File: src/rtl/wr_arb_pkg.sv
// Shared constants, state encoding and legal-code predicate for the register-file write-port arbiter.
// WRARB_BCAST_SEQ_EN adds the BCAST state and its 20-step enable sequencer.
package wr_arb_pkg;

  localparam int unsigned DATA_W = 16;
  localparam int unsigned N_REQ  = 3;
  localparam int unsigned N_DEST = 20;
  localparam int unsigned CODE_W = 5;

  localparam logic [CODE_W-1:0] DEST_PC   = 5'd15;
  localparam logic [CODE_W-1:0] DEST_TOTR = 5'd16;
  localparam logic [CODE_W-1:0] DEST_MDDR = 5'd17;
  localparam logic [CODE_W-1:0] DEST_TR   = 5'd18;
  localparam logic [CODE_W-1:0] DEST_AR   = 5'd21;
  localparam logic [CODE_W-1:0] DEST_IR   = 5'd22;
  localparam logic [CODE_W-1:0] DEST_ALL  = 5'd31;

`ifdef WRARB_BCAST_SEQ_EN
  localparam int unsigned       CNT_W      = 5;
  localparam logic [CNT_W-1:0]  BCAST_LAST = 5'd19;
  typedef enum logic [1:0] {ST_IDLE, ST_WRITE, ST_BCAST} state_e;
`else
  typedef enum logic {ST_IDLE, ST_WRITE} state_e;
`endif

  // R1..R14 occupy codes 1..14; the named specials follow.
  function automatic logic is_legal(input logic [CODE_W-1:0] code);
    return code inside {[5'd1:5'd14], DEST_PC, DEST_TOTR, DEST_MDDR, DEST_TR,
                        DEST_AR, DEST_IR, DEST_ALL};
  endfunction

endpackage

File: src/rtl/wr_dest_decode.sv
// Destination code to one-hot register write enable, with an illegal-code flag.
module wr_dest_decode import wr_arb_pkg::*; (
  input  logic [CODE_W-1:0] i_code,
  output logic [N_DEST-1:0] o_wen,
  output logic              o_illegal
);

  always_comb begin
    o_wen     = '0;
    o_illegal = !is_legal(i_code);
    case (i_code)
      DEST_AR:  o_wen[N_DEST-2] = 1'b1;
      DEST_IR:  o_wen[N_DEST-1] = 1'b1;
      DEST_ALL: o_wen = '1;
      default:  if (!o_illegal) o_wen = N_DEST'(1) << (i_code - 5'd1);
    endcase
  end

endmodule

File: src/rtl/wr_port_arbiter.sv
// Round-robin arbiter for the single register-file write port; registers the winner's data and enables.
// WRARB_BCAST_SEQ_EN turns code 31 into a 20-cycle one-hot broadcast sequence instead of an all-ones write.
module wr_port_arbiter import wr_arb_pkg::*; (
  input  logic                    Clock,
  input  logic                    Reset_n,
  input  logic [N_REQ-1:0]        req,
  input  logic [CODE_W*N_REQ-1:0] dest,
  input  logic [DATA_W*N_REQ-1:0] data,
  output logic [N_REQ-1:0]        gnt,
  output logic [N_DEST-1:0]       WrEn,
  output logic [DATA_W-1:0]       WrData,
  output logic                    busy,
  output logic                    err
);

  state_e              r_state;
  logic [N_REQ-1:0]    r_gnt;
  logic [N_DEST-1:0]   r_wren;
  logic [DATA_W-1:0]   r_wdata;
  logic                r_err;
  logic [1:0]          r_last;
`ifdef WRARB_BCAST_SEQ_EN
  logic                r_busy;
  logic [CNT_W-1:0]    r_cnt;
`endif

  logic [N_REQ-1:0]    w_elig;
  logic                w_found;
  logic [1:0]          w_win;
  logic [1:0]          w_idx;
  logic [CODE_W-1:0]   w_win_dest;
  logic [DATA_W-1:0]   w_win_data;
  logic [N_DEST-1:0]   w_dec_wen;
  logic                w_dec_illegal;

  // The requester granted last cycle still has req high; keep it out of this round.
  assign w_elig = (r_state == ST_IDLE) ? req : (req & ~r_gnt);

  always_comb begin
    w_found = 1'b0;
    w_win   = 2'd0;
    w_idx   = 2'd0;
    for (int k = 0; k < 3; k++) begin
      w_idx = 2'((int'(r_last) + k + 1) % 3);
      if (!w_found && w_elig[w_idx]) begin
        w_found = 1'b1;
        w_win   = w_idx;
      end
    end
  end

  assign w_win_dest = dest[CODE_W*int'(w_win) +: CODE_W];
  assign w_win_data = data[DATA_W*int'(w_win) +: DATA_W];

  wr_dest_decode u_dec (
    .i_code    (w_win_dest),
    .o_wen     (w_dec_wen),
    .o_illegal (w_dec_illegal)
  );

  always_ff @(posedge Clock or negedge Reset_n) begin
    if (!Reset_n) begin
      r_state <= ST_IDLE;
      r_gnt   <= '0;
      r_wren  <= '0;
      r_wdata <= '0;
      r_err   <= 1'b0;
      r_last  <= 2'd2;
`ifdef WRARB_BCAST_SEQ_EN
      r_busy  <= 1'b0;
      r_cnt   <= '0;
`endif
    end
`ifdef WRARB_BCAST_SEQ_EN
    // Walk the enable bit one target per cycle; arbitration is frozen meanwhile.
    else if (r_state == ST_BCAST && r_cnt != BCAST_LAST) begin
      r_cnt  <= r_cnt + 5'd1;
      r_wren <= N_DEST'(1) << (r_cnt + 5'd1);
      r_gnt  <= '0;
    end
`endif
    else begin
`ifdef WRARB_BCAST_SEQ_EN
      r_busy <= 1'b0;
      r_cnt  <= '0;
`endif
      if (w_found) begin
        r_gnt   <= N_REQ'(1) << w_win;
        r_last  <= w_win;
        r_wdata <= w_win_data;
        if (w_dec_illegal) r_err <= 1'b1;
`ifdef WRARB_BCAST_SEQ_EN
        if (w_win_dest == DEST_ALL) begin
          r_state <= ST_BCAST;
          r_busy  <= 1'b1;
          r_wren  <= N_DEST'(1);
        end else
`endif
        begin
          r_state <= ST_WRITE;
          r_wren  <= w_dec_wen;
        end
      end else begin
        r_state <= ST_IDLE;
        r_gnt   <= '0;
        r_wren  <= '0;
      end
    end
  end

  assign gnt    = r_gnt;
  assign WrEn   = r_wren;
  assign WrData = r_wdata;
  assign err    = r_err;
`ifdef WRARB_BCAST_SEQ_EN
  assign busy   = r_busy;
`else
  assign busy   = 1'b0;
`endif

endmodule

File: config.mk
export PLATFORM = sky130hd
export DESIGN_NAME = wr_port_arbiter
export DESIGN_NICKNAME = d
export VERILOG_FILES = /design/src/rtl/wr_arb_pkg.sv /design/src/rtl/wr_dest_decode.sv /design/src/rtl/wr_port_arbiter.sv
export SDC_FILE = /design/constraint.sdc
export NUM_CORES = 1
export LEC_CHECK = 0
export BUFFER_PORTS_ARGS = -buffer_cell sky130_fd_sc_hd__clkbuf_2
export CELL_PAD_IN_SITES_DETAIL_PLACEMENT = 1
export CELL_PAD_IN_SITES_GLOBAL_PLACEMENT = 2
export CORE_UTILIZATION = 26
export CTS_CLUSTER_DIAMETER = 60
export DETAILED_ROUTE_END_ITERATION = 8
export MAX_ROUTING_LAYER = met4
export PLACE_DENSITY_LB_ADDON = 0.08
export RECOVER_POWER = 50
export SETUP_SLACK_MARGIN = 0.5
export SLEW_MARGIN = 20
export SYNTH_ARGS = -nofsm -noshare
export SYNTH_HDL_FRONTEND = slang
export SYNTH_SLANG_ARGS = --single-unit
File: constraint.sdc
create_clock -name Clock -period 3.05 [get_ports Clock]
set_input_delay 0.915 -clock Clock [delete_from_list [all_inputs] [get_ports Clock]]
set_output_delay 0.915 -clock Clock [all_outputs]
set_load 0.05 [all_outputs]
-- After elaboration in Yosys (flattened, before gate mapping)
Cells that the tools add are included.
- input bits: 68
- logic and storage cells: 64
- output and inout port bits: 41
- flip-flop bits (word level): 43
- add/subtract/negate cells: 5
- magnitude comparators: 5
- reduce and logical (&&, ||, !) cells: 10
- equality and inequality tests: 7
- multiplexer cells: 20
- $mul: 1
- bitwise gates (word level): 3
- shifts and indexed selects: 4
- div/mod/pow operators: 3
- operators with widths (kind ; number):
    $mod A32 B3 Y32 const B ; 3
    $shiftx A48 B7 Y16 ; 1
    $mux W20 ; 2
    $pmux W18 S2 ; 1
    $eq A5 B5 Y1 const B ; 6
    $shl A1 B5 Y20 const A ; 1
    $shiftx A15 B6 Y5 ; 1
    $lt A2 B3 Y1 const B ; 3
    $add A3 B1 Y4 const B ; 2
    $reduce_bool A8 Y1 ; 1
    $mux W1 ; 7
    $bmux W1 S2 ; 3
    $mux W2 ; 3
    $mux W3 ; 2
    $reduce_or A2 Y1 ; 3
    $eq A5 B4 Y1 const B ; 1
    $ge A5 B1 Y1 const B ; 1
    $le A5 B4 Y1 const B ; 1
    $mul A3 B2 Y5 const A ; 1
    $sub A5 B1 Y5 const B ; 1
    $pmux W1 S2 ; 2
    $add A2 B1 Y3 const B ; 1
    $add A2 B2 Y3 const B ; 1
    $and A3 B3 Y3 ; 1
    6 further kinds ; 9

-- Depth between registers and ports, before layout
- word-level depth: 20
- gate-level depth with buffers: 12
- gate-level depth less buffers: 10

-- By module
From an unflattened synthesis, not the netlist that was laid out.
- cells, all modules: 287
- area total of the unflattened synthesis: 2693.8 um^2
- by module, submodules not included (module ; area an instance (um^2) ; instances ; sequential area each (um^2) ; cells each):
    wr_port_arbiter ; 2259.7 ; 1 ; 1077.3 ; 209
    wr_dest_decode ; 434.2 ; 1 ; 0.0 ; 78

-- Worst setup path after synthesis
Ideal clock, no wire load.
- kind: input-to-reg
- start point: input port req[2]
- end point: register r_err, in the netlist err
- cell stages on the path: 9
- path slack: 0.159 ns
- library setup time: 0.076 ns
- arrival: 2.815 ns
- path buffers: 1
- required time: 2.974 ns
- cells stage by stage: a21boi_1 a21o_1 a2111oi_4 buf_6 nor3b_1 a221o_1 and2_1 a211o_1 o21ai_1
- word-level cells in the longest chain between the ends: 18
- elaborated cells between the ends (all ways): 33
- those cells by class: mul (1); order compare (2); eq/ne (7); shift (1); mux (13); bitwise (2); reduce/logical (7)
- ends and longest elaborated chain (item ; line ; text):
    start, declared ; wr_port_arbiter.sv:6 ; input logic [N_REQ-1:0] req,
    $and A3 B3 Y3 ; wr_port_arbiter.sv:37 ; assign w_elig = (r_state == ST_IDLE) ? req : (req & ~r_gnt);
    $mux W3 (*) ; wr_port_arbiter.sv:37 ;
    $bmux W1 S2 ; wr_port_arbiter.sv:45 ; if (!w_found && w_elig[w_idx]) begin
    $mux W1 (implied by the code) ; wr_port_arbiter.sv:45 ;
    $mux W1 ; wr_port_arbiter.sv:45 ;
    $logic_not A1 Y1 ; wr_port_arbiter.sv:45 ;
    $logic_and A1 B1 Y1 ; wr_port_arbiter.sv:45 ;
    $mux W1 ; wr_port_arbiter.sv:45 ;
    (+2 left out) ; - ;
    $mux W2 ; wr_port_arbiter.sv:45 ;
    $mul A3 B2 Y5 ; wr_port_arbiter.sv:52 ; assign w_win_dest = dest[CODE_W*int'(w_win) +: CODE_W];
    $shiftx A15 B6 Y5 ; wr_port_arbiter.sv:52 ;
    $ge A5 B1 Y1 or $le A5 B4 Y1 (tied branches) ; wr_arb_pkg.sv:28 ; return code inside {[5'd1:5'd14], DEST_PC, DEST_TOTR, DEST_MDDR, DEST_TR,
    $logic_and A1 B1 Y1 ; wr_arb_pkg.sv:28 ;
    $reduce_bool A8 Y1 ; wr_arb_pkg.sv:28 ;
    $not A1 Y1 (no source line) ; - ;
    $reduce_and A2 Y1 (no source line) (*) ; - ;
    end signal, assigned ; wr_port_arbiter.sv:67 ; r_err <= 1'b0;
    end signal, assigned ; wr_port_arbiter.sv:91 ; if (w_dec_illegal) r_err <= 1'b1;
    end, declared ; wr_port_arbiter.sv:20 ; logic r_err;
Every way passes the cells marked *; elsewhere a longest branch is shown, timed or not. The select of a mux whose other input is x is not followed.
A chain may end at the register's enable or synchronous reset.

-- Worst setup path in the final report
Ends and elaborated chain as after synthesis.

==> metrics.csv <==
stage,metric,value,unit
logic_synthesis,synth-seq-cells,43,
sta,rsz0062_at_grt,yes,
floorplanning,initial_core_util,26.65,%
drt,post_drt_wl_per_cell,15.87,um
floorplanning,ioPinCount,109,
drt,drtIter0Drc,62,
sta,fin_hold_ws,0.5254,ns
clock_tree,cts_tree,done,
finish,drive_gt1_share,53.59,%
drt,routed_via_density,4.863,
drt,drc_errors,0,
critical_path,crit_required,3.28,ns
global_route,grt_pass1_wl,12.19,mm
critical_path,cp_max_fo,7,
sta,fmax,360.1,MHz
logic_synthesis,avgSynthCellArea,10.28,um2
logic_synthesis,ys_types,43,
sta,setup_viol,0,
logic_synthesis,synth_simple_gate_area_share,16.66,%
sta,slew_viol_final,0,
placed_design,port_buffers,107,
logic_synthesis,synth_top_family_by_area,compound AO/OA/AOI/OAI gates,
sta,layout_setup_ws,0.2733,ns
clock_tree,cts_made_buffers,5,
logic_synthesis,netlist_area,2178,um2
placed_design,dp_hpwl,5.408,mm
floorplanning,core,8175,um2
logic_synthesis,muxShareOfSynthArea,3.217,%
finish,fin_nets,431,
sta,fin_crit_sh,91.04,%
global_route,grt_antenna_before_repair,0,
critical_path,critical_path_depth,10,
outcome,status,completed,
finish,stdcell_area,3505,um2
floorplanning,die_area,8748,um2
logic_synthesis,synth_warnings,0,
sta,finalCriticalPeriod,2.777,ns
critical_path,crit_type,input pin to register,
logic_synthesis,synth_compound_area_share,24.47,%
sta,tightest_slew,1.266,ns
critical_path,slowest_stage,a2111oi_4,
drt,drt_first_pass_iters,4,
drt,routed_wl,7.413,mm
clock_tree,cts_max_path_buffers,2,
global_route,grt_max_degree,23,
clock_tree,cts_max_level,2,
logic_synthesis,synth-seq-area-share,49.45,%
sta,slew_headroom,15.62,%
clock_tree,clock_latency,0.30,ns
sta,finClkSkew,0.009019,ns
critical_path,critPathTopFamily,compound AO/OA/AOI/OAI gates,
critical_path,cp_cell_sequence,"buf_6, a21boi_4, a21o_1, a2111oi_4, buf_4, nor3b_2, a221o_2, and2_4, a211o_1, o21ai_2",
critical_path,cp-start-kind,input pin,
global_route,grt_usage,18.39,%
placed_design,dpl_worst_slack,-0.2525,ns
floorplanning,num_rows,33,
placed_design,dpl_cell_area,3067,um2
finish,fillers,959,
floorplanning,die_h,93.53,um
clock_tree,clkTransAtPathRegs,0.09,ns
finish,fin_util,42.87,%
logic_synthesis,synthXorXnorAreaFrac,0.4021,%
finish,area_growth,60.88,%
clock_tree,cts-root-buf,clkbuf_8,
job,drv_cap,0,
critical_path,rr_worst_depth,9,
critical_path,path_buf_inv,2,
min_path,whs_path_depth,2,
logic_synthesis,synthCells,212,
critical_path,crit_arrival,3.01,ns
clock_tree,cts_sinks,43,
logic_synthesis,synth_fp_nets,282,
critical_path,critPathCaptureType,register,
critical_path,slowest_delay,0.46,ns
drt,ant_nets,0,
global_route,grt_pass1_vias,2394,
drt,num_vias,2271,
sta,finalHoldViolCount,0,
global_route,gr-total-overflow,0,
floorplanning,dieWidth,93.53,um
min_path,hold_class,register to register,
logic_synthesis,synthAdderAreaFrac,1.608,%
finish,antennaDiodeCount,0,
placed_design,gp_congestion,0.7797,
timing repair:
item                                    4_1_cts  5_1_grt
hold buffers                                  0        0
endpoints found under the hold margin         0        0
gates cloned                                  1        0
setup buffers                                 9       11
endpoints found under the setup margin       31       33
pin swaps                                    10       18
gates resized for setup                      22       35
synthesized netlist by cell type (all sizes together):
library cell	instances	share of area, %
a2111oi	1	1.3
a211o	1	0.40
a211oi	2	0.92
a21bo	2	0.92
a21boi	1	0.34
a21o	2	0.69
a21oi	4	0.92
a221o	6	2.8
a221oi	4	2.5
a222oi	9	4.1
a22oi	16	5.5
a41oi	1	0.40
and2	3	0.86
buf	8	2.5
clkbuf	6	1.0
conb	1	0.17
dfrtp	42	48
dfstp	1	1.2
ha	2	1.1
inv	3	0.52
maj3	1	0.46
mux2i	7	3.2
nand2	23	4.0
nand3	2	0.46
nor2	24	4.7
nor2b	1	0.29
nor3	19	4.4
nor3b	5	1.7
o211a	2	0.92
o211ai	1	0.34
o21a	1	0.34
o21ai	8	1.8
o22ai	1	0.29
or2	1	0.29
xnor2	1	0.40
stage by stage:
| stage | cells | TNS [ns] |
|---|---|---|
| floorplan | 212 | 0 |
| global placement | 438 | -1.013 |
| detailed placement | 438 | -1.406 |
| CTS | 456 | 0 |
| global route | 467 | 0 |
| finish | 467 | 0 |
cell families after synthesis:
family	Yosys count
compound gates	62
xor+xnor	1
simple gates	78
buf+inv	17
fa+ha+maj	3
other cells	1
flops	43
mux	7
layout by cell type, fill, tap and decap left out, drive strengths merged:
cell	instances
a2111oi	1
o211ai	1
a21boi	1
nor2b	1
buf	47
a21bo	2
nor3	19
conb	1
o22ai	1
a211oi	2
clkbuf	113
mux2i	7
a41oi	1
dfrtp	42
o211a	2
nand3	2
or2	1
clkinvlp	2
a22oi	16
a221o	6
nor2	25
o21a	1
xnor2	1
nor3b	5
inv	4
dfstp	1
a222oi	9
a21oi	4
a21o	2
o21ai	8
a211o	1
a221oi	4
nand2	23
and2	3
ha	2
maj3	1
tightest hold or removal path, cell delays in order, from the launching register on:
cell	delay, ns
dfrtp_1	0.36
a22oi_1	0.09
o21ai_2	0.05
state kept, by name (all words and copies together), names as in the netlist:
signal	cells
gnt	3
err	1
WrEn	20
r_state	1
WrData	16
r_last	2
routing by layer:
layer  wire length, um  global-route usage [%]
met1              3212                   22.22
met2              3861                   32.54
met3               284                   2.927
met4                55                   3.462
met5                 0                       -
path summary, 6_finish.rpt:
path                                  from    endpoint  slack (ns)
worst max-delay path                req[2]         err        0.27
worst min-delay path            WrData[15]  WrData[15]        0.53
worst max register to register   r_last[1]         err        0.31
worst min register to register  WrData[15]  WrData[15]        0.53
max in group asynchronous          Reset_n   WrData[4]        1.01
min in group asynchronous          Reset_n     WrEn[2]        0.86
layout make-up:
type	instances	area, um2	share of cell area [%]
inverters	3	11.26	0.3213
clock inverters	3	23.77	0.6783
clock buffers	5	68.82	1.964
well taps	105	131.4	3.749
flip-flops and latches	43	1077	30.74
repair buffers	155	902.1	25.74
multi-input cells	153	1290	36.81
Power is not shown: default switching activity piles up to over one toggle a cycle in this logic, so the estimate is an artifact.
